## src/rtl/mul_accum_stage.sv

```systemverilog
// Multiply-accumulate reduction stage: sums LEN unsigned products into one ACC_WIDTH result.
// Optional build macro MUL_ACCUM_SAT_EN selects saturating accumulation instead of wrap-around.
module mul_accum_stage #(
    parameter int WIDTH     = 8,
    parameter int LEN       = 4,
    parameter int ACC_WIDTH = WIDTH + $clog2(LEN)
) (
    input  logic                 clk,
    input  logic                 rst_n,
    input  logic                 clr,
    input  logic                 in_valid,
    output logic                 in_ready,
    input  logic [WIDTH-1:0]     prod_in,
    output logic                 out_valid,
    input  logic                 out_ready,
    output logic [ACC_WIDTH-1:0] acc_out,
    output logic                 ovf,
    output logic                 dbg_state
);

    localparam int CNT_W = (LEN > 1) ? $clog2(LEN) : 1;
    localparam logic [CNT_W-1:0] CNT_LAST = CNT_W'(LEN - 1);

    typedef enum logic {
        ACCUM = 1'b0,
        HOLD  = 1'b1
    } state_t;

    state_t               state;
    logic [CNT_W-1:0]     cnt;
    logic [ACC_WIDTH-1:0] acc;
    logic [ACC_WIDTH:0]   sum;
    logic [ACC_WIDTH-1:0] next_acc;
    logic                 carry;
    logic                 accept;
    logic                 done;

    // Handshake: a transfer happens on a rising edge where valid and ready are both high;
    // valid never waits on ready, and the held result stays stable until it is taken.
    assign in_ready  = (state == ACCUM) & ~clr;
    assign accept    = in_valid & in_ready;
    assign done      = out_valid & out_ready;
    assign dbg_state = (state == HOLD);

    assign sum   = {1'b0, acc} + (ACC_WIDTH + 1)'(prod_in);
    assign carry = sum[ACC_WIDTH];

`ifdef MUL_ACCUM_SAT_EN
    assign next_acc = carry ? '1 : sum[ACC_WIDTH-1:0];
`else
    assign next_acc = sum[ACC_WIDTH-1:0];
`endif

    always_ff @(posedge clk) begin
        if (!rst_n) begin
            state     <= ACCUM;
            cnt       <= '0;
            acc       <= '0;
            acc_out   <= '0;
            out_valid <= 1'b0;
            ovf       <= 1'b0;
        end else if (clr) begin
            state     <= ACCUM;
            cnt       <= '0;
            acc       <= '0;
            out_valid <= 1'b0;
            ovf       <= 1'b0;
        end else begin
            case (state)
                ACCUM: begin
                    if (accept) begin
                        // First product of a result restarts the sticky overflow flag.
                        ovf <= (cnt == '0) ? carry : (ovf | carry);
                        if (cnt == CNT_LAST) begin
                            acc_out   <= next_acc;
                            acc       <= '0;
                            cnt       <= '0;
                            out_valid <= 1'b1;
                            state     <= HOLD;
                        end else begin
                            acc <= next_acc;
                            cnt <= cnt + 1'b1;
                        end
                    end
                end
                HOLD: begin
                    if (done) begin
                        out_valid <= 1'b0;
                        state     <= ACCUM;
                    end
                end
                default: state <= ACCUM;
            endcase
        end
    end

endmodule

```

## config.mk

```make
export PLATFORM = sky130hd
export DESIGN_NAME = mul_accum_stage
export DESIGN_NICKNAME = d
export VERILOG_FILES = /design/src/rtl/mul_accum_stage.sv
export SDC_FILE = /design/constraint.sdc
export NUM_CORES = 1
export LEC_CHECK = 0
export ABC_AREA = 1
export ABC_CLOCK_PERIOD_IN_PS = 1600
export BUFFER_PORTS_ARGS = -buffer_cell sky130_fd_sc_hd__buf_2
export CAP_MARGIN = 0
export CORE_UTILIZATION = 34
export CTS_CLUSTER_DIAMETER = 60
export DETAILED_ROUTE_END_ITERATION = 16
export GPL_ROUTABILITY_DRIVEN = 0
export GPL_TIMING_DRIVEN = 0
export PLACE_DENSITY_LB_ADDON = 0.25
export SLEW_MARGIN = 20
export SYNTH_ARGS = -nofsm -noshare
export SYNTH_HDL_FRONTEND = slang
export SYNTH_SLANG_ARGS = --single-unit
```

## constraint.sdc

```tcl
create_clock -name clk -period 1.6 [get_ports clk]
set_input_delay 0.24 -clock clk [delete_from_list [all_inputs] [get_ports clk]]
set_output_delay 0.24 -clock clk [all_outputs]
set_load 0.01 [all_outputs]
```

Word level (Yosys, flattened, before mapping)

Index checks and enable logic that the tools add are counted.

$add $sub $neg: 2
Eq/ne operators: 4
Mux-type cells: 11
Bitwise operators: 7
Reductions and logical operators: 5

Operator list:

| kind                | number |
|---|---|
| $add 10x8->11       | 1 |
| $mux 10             | 1 |
| $mux 1              | 7 |
| $ne 2x1->1 const B  | 2 |
| $pmux 1 s2          | 2 |
| $reduce_and 4->1    | 1 |
| $and 1x1->1         | 3 |
| $not 1->1           | 3 |
| $reduce_and 3->1    | 1 |
| $add 2x1->2 const B | 1 |
| $eq 2x2->1 const B  | 1 |
| $logic_not 2->1     | 1 |
| $mux 2              | 1 |
| $ne 2x2->1 const B  | 1 |
| $reduce_and 2->1    | 1 |
| $reduce_or 2->1     | 1 |
| $or 1x1->1          | 1 |

Flip-flop bits (word level): 25
Output and inout port bits: 14
Logic and storage cells: 35

Longest topological paths before layout

Depth after elaboration: 5
Depth in mapped cells: 13
Depth with buffers taken out: 13

Worst setup path before layout

Ideal clock, no wire load.

Kind: reg-to-reg
Start point: register acc[0]
End point: register acc_out[8]
Setup time: 0.109 ns
Arrival: 1.527 ns
Data required time: 1.491 ns
Setup slack: -0.035 ns
Cell stages (with the launch flop): 14
Buffers on the path: 0
Period minus slack after synthesis: 1.635 ns
Path through: dfxtp_1 > ha_1 > inv_1 > fa_1 > inv_1 > nand3_1 > nand2_1 > nand3_1 > nand2_1 > nand2_1 > nand2_1 > nand2_1 > nand2_1 > inv_1

Word-level cells in the longest chain between the ends: 1

Ends and longest elaborated chain:

| what                   | line | RTL |
|---|---|---|
| start, declared        | 31   | `logic [ACC_WIDTH-1:0] acc;` |
| start signal, assigned | 81   | `acc <= next_acc;` |
| $add 10x8->11          | 45   | `assign sum = {1'b0, acc} + (ACC_WIDTH + 1)'(prod_in);` |
| end signal, assigned   | 75   | `acc_out <= next_acc;` |
| end, declared          | 16   | `output logic [ACC_WIDTH-1:0] acc_out,` |

No other way between the ends.
A chain may end at the register's enable or synchronous reset.

Worst setup path after layout

Ends and elaborated chain as after synthesis.

==> impl_table.tex <==
\begin{tabular}{lr}
\hline
Metric & Value \\
\hline
\multicolumn{2}{l}{\textbf{GRT}} \\
Number of antenna violations at the first check in global routing & 0 \\
Pin count of the biggest net entering global routing & 16 \\
Overall Global Routing Usage & 16.5\% \\
Overflow left after global routing & 0 \\
Global-route wire length before repair & 5610 microns \\
Number of global-route vias before repair & 1259 \\
\multicolumn{2}{l}{\textbf{Finish}} \\
\# nets final & 259 \\
Area growth, synth to finish & 27.1\% \\
Fillers & 431 \\
Proportion of layout cells with a drive suffix above 1 & 29.5\% \\
Ant. Diodes & 0 \\
\multicolumn{2}{l}{\textbf{Setup path}} \\
Slowest stage cell, crit path & sky130\_fd\_sc\_hd\_\_dfxtp\_2 \\
Start-to-end type of the worst setup path & reg2reg \\
Crit path largest cell delay & 360 ps \\
Data arrival time of the critical path & 1810 ps \\
Reg2Reg Launch Point & acc[0] \\
Crit end category & register \\
Maximum fanout encountered on the critical timing path & 2 \\
Cell chain of the critical path & ha\_4 -> inv\_2 -> fa\_2 -> inv\_2 -> nand3\_2 -> nand2\_2 -> nand3\_2 -> nand2\_2 -> nand2\_2 -> nand2\_1 -> nand2\_1 -> nand2\_1 -> inv\_1 \\
Critical Path Source Type & register \\
Endpoint required time on the critical path & 1780 ps \\
Start point of the critical path & acc[0] \\
\multicolumn{2}{l}{\textbf{Detailed routing}} \\
WL/cell & 12.1 microns \\
DRC viols & 0 \\
Antenna Violating Nets Remaining & 0 \\
First-pass detailed-route iteration total & 4 \\
Post-Route WL & 3430 microns \\
Detailed-route via count & 1336 \\
Per-cell via count in the routed design & 4.70 \\
Initial drt markers & 74 \\
\multicolumn{2}{l}{\textbf{Die}} \\
Number of placement rows & 23 \\
Placeable core region & 0.00406 sq mm \\
Effective utilization at floorplan & 36.1\% \\
Die extent in x & 67.6 microns \\
Die boundary height & 67.6 microns \\
Top Ports & 27 \\
Die Outline Area & 0.00457 sq mm \\
\multicolumn{2}{l}{\textbf{Logic synthesis}} \\
Top cells by instance count after synthesis & sky130\_fd\_sc\_hd\_\_nand2\_1 (54), sky130\_fd\_sc\_hd\_\_inv\_1 (27), sky130\_fd\_sc\_hd\_\_dfxtp\_1 (25), sky130\_fd\_sc\_hd\_\_a21oi\_1 (15), sky130\_fd\_sc\_hd\_\_nor2\_1 (13) \\
Library cells used by synthesis & 31 \\
Cell count after synthesis & 201 \\
Synthesized Nets & 225 \\
Fraction of post-synthesis cell area in the top cell type by area & 34.2\% \\
Area contributors post-synth & sky130\_fd\_sc\_hd\_\_dfxtp\_1 (34\%), sky130\_fd\_sc\_hd\_\_nand2\_1 (14\%), sky130\_fd\_sc\_hd\_\_ha\_1 (8.5\%) \\
Cell with the most instances after synthesis & sky130\_fd\_sc\_hd\_\_nand2\_1 \\
Average instance area after synthesis & 7.28 sq um \\
Most frequently used flop master after synthesis & sky130\_fd\_sc\_hd\_\_dfxtp\_1 \\
Fraction of the yosys area taken by sequential cells & 34.2\% \\
Netlist Area Pre-Place & 0.00146 sq mm \\
Post-synth EDFFs & 0 \\
Number of warning messages in the yosys log & 0 \\
Post-synth ARST share & 0\% \\
Cell type contributing the most total cell area after synthesis & sky130\_fd\_sc\_hd\_\_dfxtp\_1 \\
Number of synthesized register bits & 25 \\
\multicolumn{2}{l}{\textbf{Clock tree}} \\
Hold-fix buffers, CTS & 0 \\
Clock transition at the registers of the reported paths & 100 ps \\
Clock buffer count from CTS & 3 \\
Root buffer selected by CTS & sky130\_fd\_sc\_hd\_\_clkbuf\_8 \\
Largest buffer count on any clock path & 2 \\
H-tree lvl count & 1 \\
\# clock sinks & 25 \\
CTS tree & yes \\
Clock latency of the later-clocked register in the worst-skew pair & 280 ps \\
\multicolumn{2}{l}{\textbf{STA}} \\
RSZ-0062 raised after global routing & true \\
Post-layout worst setup margin & -29.7 ps \\
Final worst path period share & 102\% \\
Transition time at the pin with the least slew margin & 641 ps \\
Post-Route Skew & 15.4 ps \\
Sum of negative setup slack & -54.5 ps \\
Slew margin rel. & 57.3\% \\
Number of max-slew violations in the final report & 0 \\
Hold violation count in the final report & 0 \\
Achievable clock frequency & 614 MHz \\
Final setup violation count & 2 \\
Shortest clock period the worst path allows after layout & 1630 ps \\
\multicolumn{2}{l}{\textbf{Run status}} \\
Violated checks & setup timing \\
Run status & finished, violations left \\
\multicolumn{2}{l}{\textbf{Power}} \\
Maximum VDD drop & 0.566 mV \\
Power consumption & 1.22 mW \\
Leakage power of the design & 0.902 nW \\
Power density cells & 653 mW/mm\^{}2 \\
\multicolumn{2}{l}{\textbf{Placed design}} \\
Count of port buffers added during placement & 26 \\
DPL Wire Length & 2430 microns \\
\multicolumn{2}{l}{\textbf{Min path}} \\
Origin of the worst min-delay path & out\_ready \\
Worst min-delay path class & in2reg \\
\multicolumn{2}{l}{\textbf{Run}} \\
Number of maximum-capacitance violations & 0 \\
\hline
\end{tabular}
-- per-layer routing --
layer	GRT usage [%]	wire, microns
met2	29.0	1560
met4	2.39	13
met5	0	0
met1	20.5	1720
met3	4.05	135
-- worst max-delay path: cells and delay by family (launching register included) --
kind | cells | cell delay [ps]
flip-flops | 1 | 360
adder cells (fa/ha/maj) | 2 | 490
AND/OR/NAND/NOR | 8 | 530
buffers and inverters | 3 | 140
-- kinds of logic after synthesis --
| logic type | Yosys count | share of synthesized area, % |
|---|---|---|
| buffers and inverters | 33 | 9.57 |
| AOI/OAI and AO/OA | 38 | 15.6 |
| adders and majority gates | 11 | 9.91 |
| xor gates and xnor gates | 3 | 1.80 |
| and+or+nand+nor | 91 | 28.9 |
| DFF | 25 | 34.2 |
-- timing repair --
item | CTS | global route
setup endpoints to repair | 6 | 11
pin swaps | 5 | 11
buffers inserted | 1 | 3
gates resized for setup | 9 | 16
cloned | 0 | 0
-- where the power goes --
group | total [mW] | switching [mW] | internal, mW | leakage [nW]
registers | 0.635 | 0.00608 | 0.629 | 0.203
clock network | 0.395 | 0.218 | 0.177 | 0.0217
logic | 0.186 | 0.109 | 0.0763 | 0.678
-- cells in the final DEF (no fill, tap or decap), types with 2 or more instances in the layout --
master,synthesis,final
sky130_fd_sc_hd__a21o_1,3,3
sky130_fd_sc_hd__a21oi_1,15,13
sky130_fd_sc_hd__a21oi_2,3,5
sky130_fd_sc_hd__buf_2,1,27
sky130_fd_sc_hd__buf_4,1,4
sky130_fd_sc_hd__clkbuf_1,2,2
sky130_fd_sc_hd__clkbuf_8,0,3
sky130_fd_sc_hd__dfxtp_1,25,23
sky130_fd_sc_hd__dfxtp_2,0,2
sky130_fd_sc_hd__ha_1,10,3
sky130_fd_sc_hd__ha_4,0,7
sky130_fd_sc_hd__inv_1,27,25
sky130_fd_sc_hd__inv_2,0,2
sky130_fd_sc_hd__nand2_1,54,50
sky130_fd_sc_hd__nand2_2,2,6
sky130_fd_sc_hd__nand3_1,11,7
sky130_fd_sc_hd__nand3_2,1,5
sky130_fd_sc_hd__nand3b_1,2,2
sky130_fd_sc_hd__nand4_1,3,3
sky130_fd_sc_hd__nor2_1,13,12
sky130_fd_sc_hd__nor2_4,2,2
sky130_fd_sc_hd__o21a_1,3,3
sky130_fd_sc_hd__o21ai_0,6,6
sky130_fd_sc_hd__o21ai_1,3,3
sky130_fd_sc_hd__o21bai_1,3,3
sky130_fd_sc_hd__xor2_1,2,2
-- registers in the layout, indices dropped and copies added, names as in the netlist --
name	count
acc_out	10
acc	10
out_valid	1
dbg_state	1
cnt	2
ovf	1
-- cell type report --
cell class / instances / area, sq um / area share (%)
plain buffers: 5 / 35.0 / 1.88
clock buffers: 3 / 41.3 / 2.22
clock inverters: 1 / 7.51 / 0.403
inverters: 28 / 105 / 5.65
multi-input cells: 143 / 953 / 51.2
flip-flops and latches: 25 / 503 / 27.0
well taps: 50 / 62.6 / 3.36
repair buffers: 29 / 153 / 8.20
-- final timing paths --
kind                 to  slack (ps)  cells past startpoint
max          acc_out[8]         -30                     13
min           dbg_state         230                      4
max reg2reg  acc_out[8]         -30                     13
min reg2reg         ovf         470                      2
-- metrics by stage --
| step | hold slack [ps] | util, % | std cells | setup slack, ps | instance area, sq um |
|---|---|---|---|---|---|
| after global routing | 253 | 45.9 | 284 | -121 | 1860 |
| final | 231 | 45.9 | 284 | -29.7 | 1860 |
| after detailed placement | 455 | 40.9 | 277 | -170 | 1660 |
| after CTS | 229 | 43.0 | 282 | -59.0 | 1750 |
| after floorplan | 422 | - | 201 | 13.6 | 1470 |
| after global placement | 457 | 40.9 | 277 | -142 | 1660 |
No activity file was read; power rests on OpenSTA's default activity.
